--- src/rtl/small_async_fifo_sc_pkg.sv ---
// Shared types for the single-clock fall-through FIFO: occupancy update
// decode used by the top-level pointer/count logic.
package small_async_fifo_sc_pkg;

    typedef enum logic [1:0] {
        CNT_HOLD = 2'd0,
        CNT_INC  = 2'd1,
        CNT_DEC  = 2'd2
    } cnt_op_e;

    // A simultaneous accepted push and pop leaves occupancy unchanged.
    function automatic cnt_op_e cnt_op(input logic wacc, input logic racc);
        cnt_op_e op;
        op = CNT_HOLD;
        if (wacc && !racc) begin
            op = CNT_INC;
        end else if (racc && !wacc) begin
            op = CNT_DEC;
        end
        return op;
    endfunction

endpackage

--- src/rtl/small_async_fifo_sc_mem.sv ---
// DSIZE x 2^ASIZE storage with synchronous write and asynchronous read,
// so the head word falls through to the read port without a cycle of delay.
module small_fifo_mem #(
    parameter int DSIZE = 8,
    parameter int ASIZE = 4
) (
    input  logic             clk,
    input  logic             we,
    input  logic [ASIZE-1:0] waddr,
    input  logic [DSIZE-1:0] wdata,
    input  logic [ASIZE-1:0] raddr,
    output logic [DSIZE-1:0] rdata
);

    logic [DSIZE-1:0] mem_reg [2**ASIZE];

    always_ff @(posedge clk) begin
        if (we) begin
            mem_reg[waddr] <= wdata;
        end
    end

    assign rdata = mem_reg[raddr];

endmodule

--- src/rtl/small_async_fifo_sc.sv ---
// Single-clock first-word-fall-through FIFO with almost-full/almost-empty
// flags; all flags decode from the registered occupancy count.
module small_async_fifo_sc
    import small_async_fifo_sc_pkg::*;
#(
    parameter int DSIZE             = 8,
    parameter int ASIZE             = 4,
    parameter int ALMOST_FULL_SIZE  = 14,
    parameter int ALMOST_EMPTY_SIZE = 2
) (
    input  logic             clk,
    input  logic             resetn,
    input  logic [DSIZE-1:0] wdata,
    input  logic             winc,
    output logic             wfull,
    output logic             w_almost_full,
    output logic [DSIZE-1:0] rdata,
    input  logic             rinc,
    output logic             rempty,
    output logic             r_almost_empty
);

    localparam logic [ASIZE:0] DEPTH_C = (ASIZE+1)'(2**ASIZE);
    localparam logic [ASIZE:0] AF_TH   = (ASIZE+1)'(ALMOST_FULL_SIZE);
    localparam logic [ASIZE:0] AE_TH   = (ASIZE+1)'(ALMOST_EMPTY_SIZE);

    logic [ASIZE-1:0] wptr_reg, wptr_next;
    logic [ASIZE-1:0] rptr_reg, rptr_next;
    logic [ASIZE:0]   count_reg, count_next;
    logic             wacc;
    logic             racc;

    // Full/empty are judged on the count before this edge's push/pop.
    assign wacc = winc & ~wfull;
    assign racc = rinc & ~rempty;

    always_comb begin
        wptr_next  = wptr_reg;
        rptr_next  = rptr_reg;
        count_next = count_reg;
        if (wacc) begin
            wptr_next = wptr_reg + ASIZE'(1);
        end
        if (racc) begin
            rptr_next = rptr_reg + ASIZE'(1);
        end
        case (cnt_op(wacc, racc))
            CNT_INC: count_next = count_reg + (ASIZE+1)'(1);
            CNT_DEC: count_next = count_reg - (ASIZE+1)'(1);
            default: count_next = count_reg;
        endcase
    end

    always_ff @(posedge clk) begin
        if (!resetn) begin
            wptr_reg  <= '0;
            rptr_reg  <= '0;
            count_reg <= '0;
        end else begin
            wptr_reg  <= wptr_next;
            rptr_reg  <= rptr_next;
            count_reg <= count_next;
        end
    end

    assign wfull          = (count_reg == DEPTH_C);
    assign w_almost_full  = (count_reg >= AF_TH);
    assign rempty         = (count_reg == '0);
    assign r_almost_empty = (count_reg <= AE_TH);

    small_fifo_mem #(
        .DSIZE (DSIZE),
        .ASIZE (ASIZE)
    ) u_mem (
        .clk   (clk),
        .we    (wacc & resetn),
        .waddr (wptr_reg),
        .wdata (wdata),
        .raddr (rptr_reg),
        .rdata (rdata)
    );

endmodule

--- config.mk ---
export PLATFORM = sky130hd
export DESIGN_NAME = small_async_fifo_sc
export DESIGN_NICKNAME = d
export VERILOG_FILES = /design/src/rtl/small_async_fifo_sc_pkg.sv /design/src/rtl/small_async_fifo_sc_mem.sv /design/src/rtl/small_async_fifo_sc.sv
export SDC_FILE = /design/constraint.sdc
export NUM_CORES = 1
export LEC_CHECK = 0
export CORE_MARGIN = 4
export CORE_UTILIZATION = 45
export DETAILED_ROUTE_END_ITERATION = 10
export PLACE_DENSITY = 0.71
export SLEW_MARGIN = 20
export SYNTH_ARGS = -nofsm -noshare
export SYNTH_HDL_FRONTEND = slang
export SYNTH_SLANG_ARGS = --single-unit
--- constraint.sdc ---
create_clock -name clk -period 3.8 [get_ports clk]
set_input_delay 0.76 -clock clk [delete_from_list [all_inputs] [get_ports clk]]
set_output_delay 0.76 -clock clk [all_outputs]
set_load 0.005 [all_outputs]
# Yosys cells after proc, flatten, opt, wreduce, memory -nomap -nowiden
# Memory sizes are Yosys's and may differ from the RTL's. A register that Yosys moved wholly into a read port is not among the register bits.
# Index checks and enable logic that the tools add are counted.
[word_totals]
register_bits = 13
ramBits = 128
in_bits = 12
out_inout_bits = 12
word_cells = 31
mem_count = 1
[op_classes]
addsub = 4
order_cmp = 2
n_eq_ne = 3
muxes = 7
bitwise_logic = 5
reduce_logical = 6
[memory_table]
columns = ["name", "words", "width", "rd", "rd_clocked_by_memory_dff", "write_ports", "line", "rtl"]
rows = [
  ["u_mem.mem_reg", 16, 8, 1, 1, 1, "small_async_fifo_sc_mem.sv:15", "logic [DSIZE-1:0] mem_reg [2**ASIZE];"],
]
[op_table]
columns = ["op", "count"]
rows = [
  ["one-hot mux 5 bit (2 select lines)", 1],
  ["adder 4 x 1 -> 4 bit (second input constant)", 2],
  ["two-way mux 4 bit", 2],
  ["adder 5 x 1 -> 5 bit (second input constant)", 1],
  ["equality test 5 bit (second input constant)", 1],
  ["greater-or-equal comparator 5 x 4 -> 1 bit (second input constant)", 1],
  ["less-or-equal comparator 5 x 2 -> 1 bit (second input constant)", 1],
  ["logical NOT 5 bit", 1],
  ["subtractor 5 x 1 -> 5 bit (second input constant)", 1],
  ["two-way mux 2 bit", 2],
  ["bitwise AND 1 bit", 3],
  ["equality test 2 x 1 -> 1 bit (second input constant)", 1],
  ["equality test 2 bit (second input constant)", 1],
  ["logical AND 1 bit", 2],
  ["logical NOT 1 bit", 2],
  ["two-way mux 1 bit", 2],
  ["NOT 1 bit", 2],
  ["nonzero test 2 bit", 1],
]

# Longest topological paths before layout
[logic_depth]
word_depth = 9
mapped_depth = 12
ltp_nobuf = 10

# By module
# Synthesis repeated with hierarchy kept, for this count alone.
[unflattened]
cells_unflattened = 307
hier_area_um2 = 5770.5
[by_module_without_submodules]
columns = ["module", "instances", "cells_each", "area_each_um2", "seq_area_each_um2"]
rows = [
  ["small_fifo_mem", 1, 221, 4987.3, 3843.7],
  ["small_async_fifo_sc", 1, 86, 783.3, 260.2],
]

# Least setup slack after synthesis
# Ideal clock, no wire load.
[synth_path]
path_kind = "flip-flop to flip-flop"
start = "reg count_reg[1]"
end = "reg count_reg[4]"
setup_time_ns = 0.072
t_arrival_ns = 2.664
t_required_ns = 3.728
path_slack_ns = 1.064
path_stages_with_launch = 12
path_buffers = 1
synth_period_minus_slack_ns = 2.736
path_cell_list = "dfxtp_1 -> or4_4 -> o21a_1 -> buf_2 -> inv_2 -> ha_1 -> inv_1 -> fa_1 -> nand2b_1 -> a21oi_1 -> mux2i_1 -> mux2i_1"
[synth_between]
elab_chain_cells = 9
elab_cells_between_ends = 18
cone_classes = "add/sub: 2; eq/ne: 3; mux: 3; bitwise: 4; reduce/logical: 6"
[synth_rtl]
columns = ["element", "line", "rtl"]
rows = [
  ["from (decl)", "small_async_fifo_sc.sv:29", "logic [ASIZE:0] count_reg, count_next;"],
  ["from (signal assigned)", "small_async_fifo_sc.sv:62", "count_reg <= count_next;"],
  ["equality test 5 bit", "small_async_fifo_sc.sv:66", "assign wfull = (count_reg == DEPTH_C);"],
  ["NOT 1 bit", "small_async_fifo_sc.sv:34", "assign wacc = winc & ~wfull;"],
  ["bitwise AND 1 bit", "small_async_fifo_sc.sv:34", ""],
  ["logical NOT 1 bit", "small_async_fifo_sc_pkg.sv:17", "end else if (racc && !wacc) begin"],
  ["logical AND 1 bit", "small_async_fifo_sc_pkg.sv:17", ""],
  ["two-way mux 2 bit", "small_async_fifo_sc_pkg.sv:17", ""],
  ["two-way mux 2 bit", "small_async_fifo_sc_pkg.sv:15", "if (wacc && !racc) begin"],
  ["equality test 2 bit / equality test 2 x 1 -> 1 bit (equally long branches)", "small_async_fifo_sc.sv:47", "case (cnt_op(wacc, racc))"],
  ["one-hot mux 5 bit (2 select lines) / nonzero test 2 bit (equally long branches)", "-", ""],
]
# Several ways; a longest one is shown, not always the timed one.
# A chain may end at the register's enable or synchronous reset.

==> metrics.cfg <==
[global_routing]
track_usage_pct = 16.63
grt-ovfl-total = 0
grt_antenna_before_repair = 0
grt_pass1_vias = 3148
grt_pass1_wl_mm = 17.64
grt_max_degree = 33

[clocking]
root_buffer = clkbuf_16
cts_resized = 0
clk_path_buf_depth = 2
cts_sinks = 145
clk_pin_slew_ps = 60
clk-insertion-delay-late_ps = 410
cts-buffers-inserted = 17
cts_tree = done
hold_buffers = 0
post_cts_buffers = 0
htreeDepth = 4

[yosys]
synth_area_leaders = edfxtp_1 66%, mux4_2 12%, dfxtp_1 5.9%, a22oi_1 2.1%, ha_1 1.9%
syn_nets = 340
ys_seq_area_share_pct = 72.26
ys_warn_count = 0
ys_types = 35
synth_top_area_share_pct = 66.38
synth_top_area_cell = edfxtp_1
ys_ff_latch = 145
synthFlopType = edfxtp_1
syn_area_sq_um = 5791
async_reset_ff_share_pct = 0
netlist_instances = 318
postSynthAreaPerCell_sq_um = 18.21
synth_edf_count = 128

[final_layout]
mostFrequentLayoutCells = 128 x edfxtp_1, 32 x mux4_2, 23 x clkdlybuf4s50_1
largest_reg_flops = 128
syn2layout_area_growth_pct = 19.08
layout-drive-gt1-share_pct = 21.72
n_antenna_cell = 0
nFillCells = 991
nets = 382
layout_commonest_cell = edfxtp_1

[min_path]
min-delay-start = count_reg[4]
min_path_cells = 2
hp-class = reg2reg
hold_end = count_reg[4]

[detailed_routing]
drtIter0Drc = 325
vias = 2910
avgViaCountPerCell = 5.339
first_pass_iters = 4
wl_per_cell_um = 20.24
wl_mm = 11.03
remaining_drc_errors = 0
ant_nets = 0

[placement]
dp.final_hpwl_mm = 6.918
portBuffers = 23
gp_congestion = 0.7613

[worst_setup_path]
r2r_slack_ps = 890
reg2reg_depth = 10
crit_path_start_kind = flip-flop
crit_path_max_incr_delay_ps = 550
r2r_start = count_reg[1]
cp-end-kind = output pin
worstSetupPathType = reg2out
worst-path-max-fanout = 32
cp.required_ps = 3040
cp_data_arrival_time_ps = 2470
crit_slowest_cell = mux4_2
r2r_end = count_reg[4]
cp_cell_sequence = buf_12 > mux4_2 > a22oi_1 > nand2_1 > clkdlybuf4s50_1

[sta]
fin_tns_setup_ps = 0
period_minus_slack_ps = 3227
rsz0062_at_grt = no
fin_crit_sh_pct = 84.92
worst_hold_slack_ps = 477.2
skew_ps = 10.51
setup_viol = 0
hold_viol = 0
maxSlewHeadroom_pct = 44.00
fmax_mhz = 309.9
drv_slew = 0
worst_pin_slew_ps = 838.3

[floorplan]
ios = 24
rows = 41
coreArea_sq_um = 12620
die_area_sq_um = 14750
fp.dieW_um = 121.4
start_util_pct = 45.89
die_height_um = 121.4

[power]
p_seq_share_pct = 41.7
cellPowerDensity_nw_per_um2 = 647.1
internal_power_w = 0.003343
peakVddDrop_v = 0.0005142
switchingPower_w = 0.001119
comb_power_share_pct = 21.1
switching_share_pct = 25.08
p_clk_share_pct = 37.3
p_leak_nw = 2.279

[job]
cap_viol_max_count = 0

[outcome]
status = finished, final reports clean

-- how the worst max path moves through the flow --
stage | end | cells after the start
after global placement | count_reg[4] | 10
after floorplan | count_reg[4] | 11
after global routing | rdata[3] | 5
after CTS | rdata[5] | 5
after detailed placement | count_reg[4] | 10
final | rdata[5] | 5
-- cells in the mapped netlist, types with 2 or more instances --
library cell  count
a21oi_1           3
a22oi_1          16
and2_1            9
buf_1             4
buf_2             4
clkbuf_1          7
dfxtp_1          17
edfxtp_1        128
ha_1              9
inv_1             7
mux2i_1           5
mux4_2           32
nand2_1          17
nand2b_1          2
nand3_1           5
nand3b_1          2
nor2_1           22
nor2b_1           4
nor3_1            2
o21a_1            3
o21ai_1           2
xnor2_1           5
-- critical path: cells and delay by family (launching register included) --
kind | cells | cell delay, ps
buf+inv | 2 | 730
mux | 1 | 550
flops | 1 | 340
compound gates | 1 | 310
simple gates | 1 | 100
-- power by group through the flow --
stage                     Sequential, W  Combinational [W]  Clock (W)
final                           0.00186           0.000941    0.00166
after global routing            0.00187            0.00104    0.00176
after CTS                       0.00186           0.000964    0.00169
after detailed placement        0.00189           0.000956          0
after floorplan                 0.00186           0.000663          0
after global placement          0.00189           0.000941          0
-- kinds of logic after synthesis --
group / synth area share, %
xor gates and xnor gates: 0.9075
adders and majority gates: 2.290
buffers and inverters: 1.577
AOI/OAI and AO/OA: 3.760
DFF: 72.26
muxes: 13.31
and+or+nand+nor: 5.899
-- stage by stage --
stage          utilization (%)  setup WS [ps]  instance area (sq um)  power, W  instances
2_1_floorplan                -           1064                   5791  0.002527        318
3_3_place_gp             49.93          823.7                   6301  0.002828        513
3_5_place_dp             49.93          757.0                   6301  0.002847        513
4_1_cts                  54.64          544.6                   6895  0.004516        545
5_1_grt                  54.64          464.9                   6895  0.004666        545
6_report                 54.64          572.9                   6895  0.004462        545
-- per-layer routing --
layer  up-vias  GRT usage [%]  wire length [um]
li1       1339              -                 -
met1      1495          21.93              4864
met2        72          26.39              5554
met3         4          4.895               563
met4         0          6.022                49
met5         -              0                 0
-- cell type report --
type,count,area [sq um],area share (%)
multi-input combinational,150,1515,21.97
clock buffer,20,436.7,6.333
inverter,8,30.03,0.4355
tap,172,215.2,3.121
sequential,145,4185,60.70
clock inverter,12,157.7,2.286
timing repair buffer,38,355.3,5.153
(Power assumes the default switching activity.)
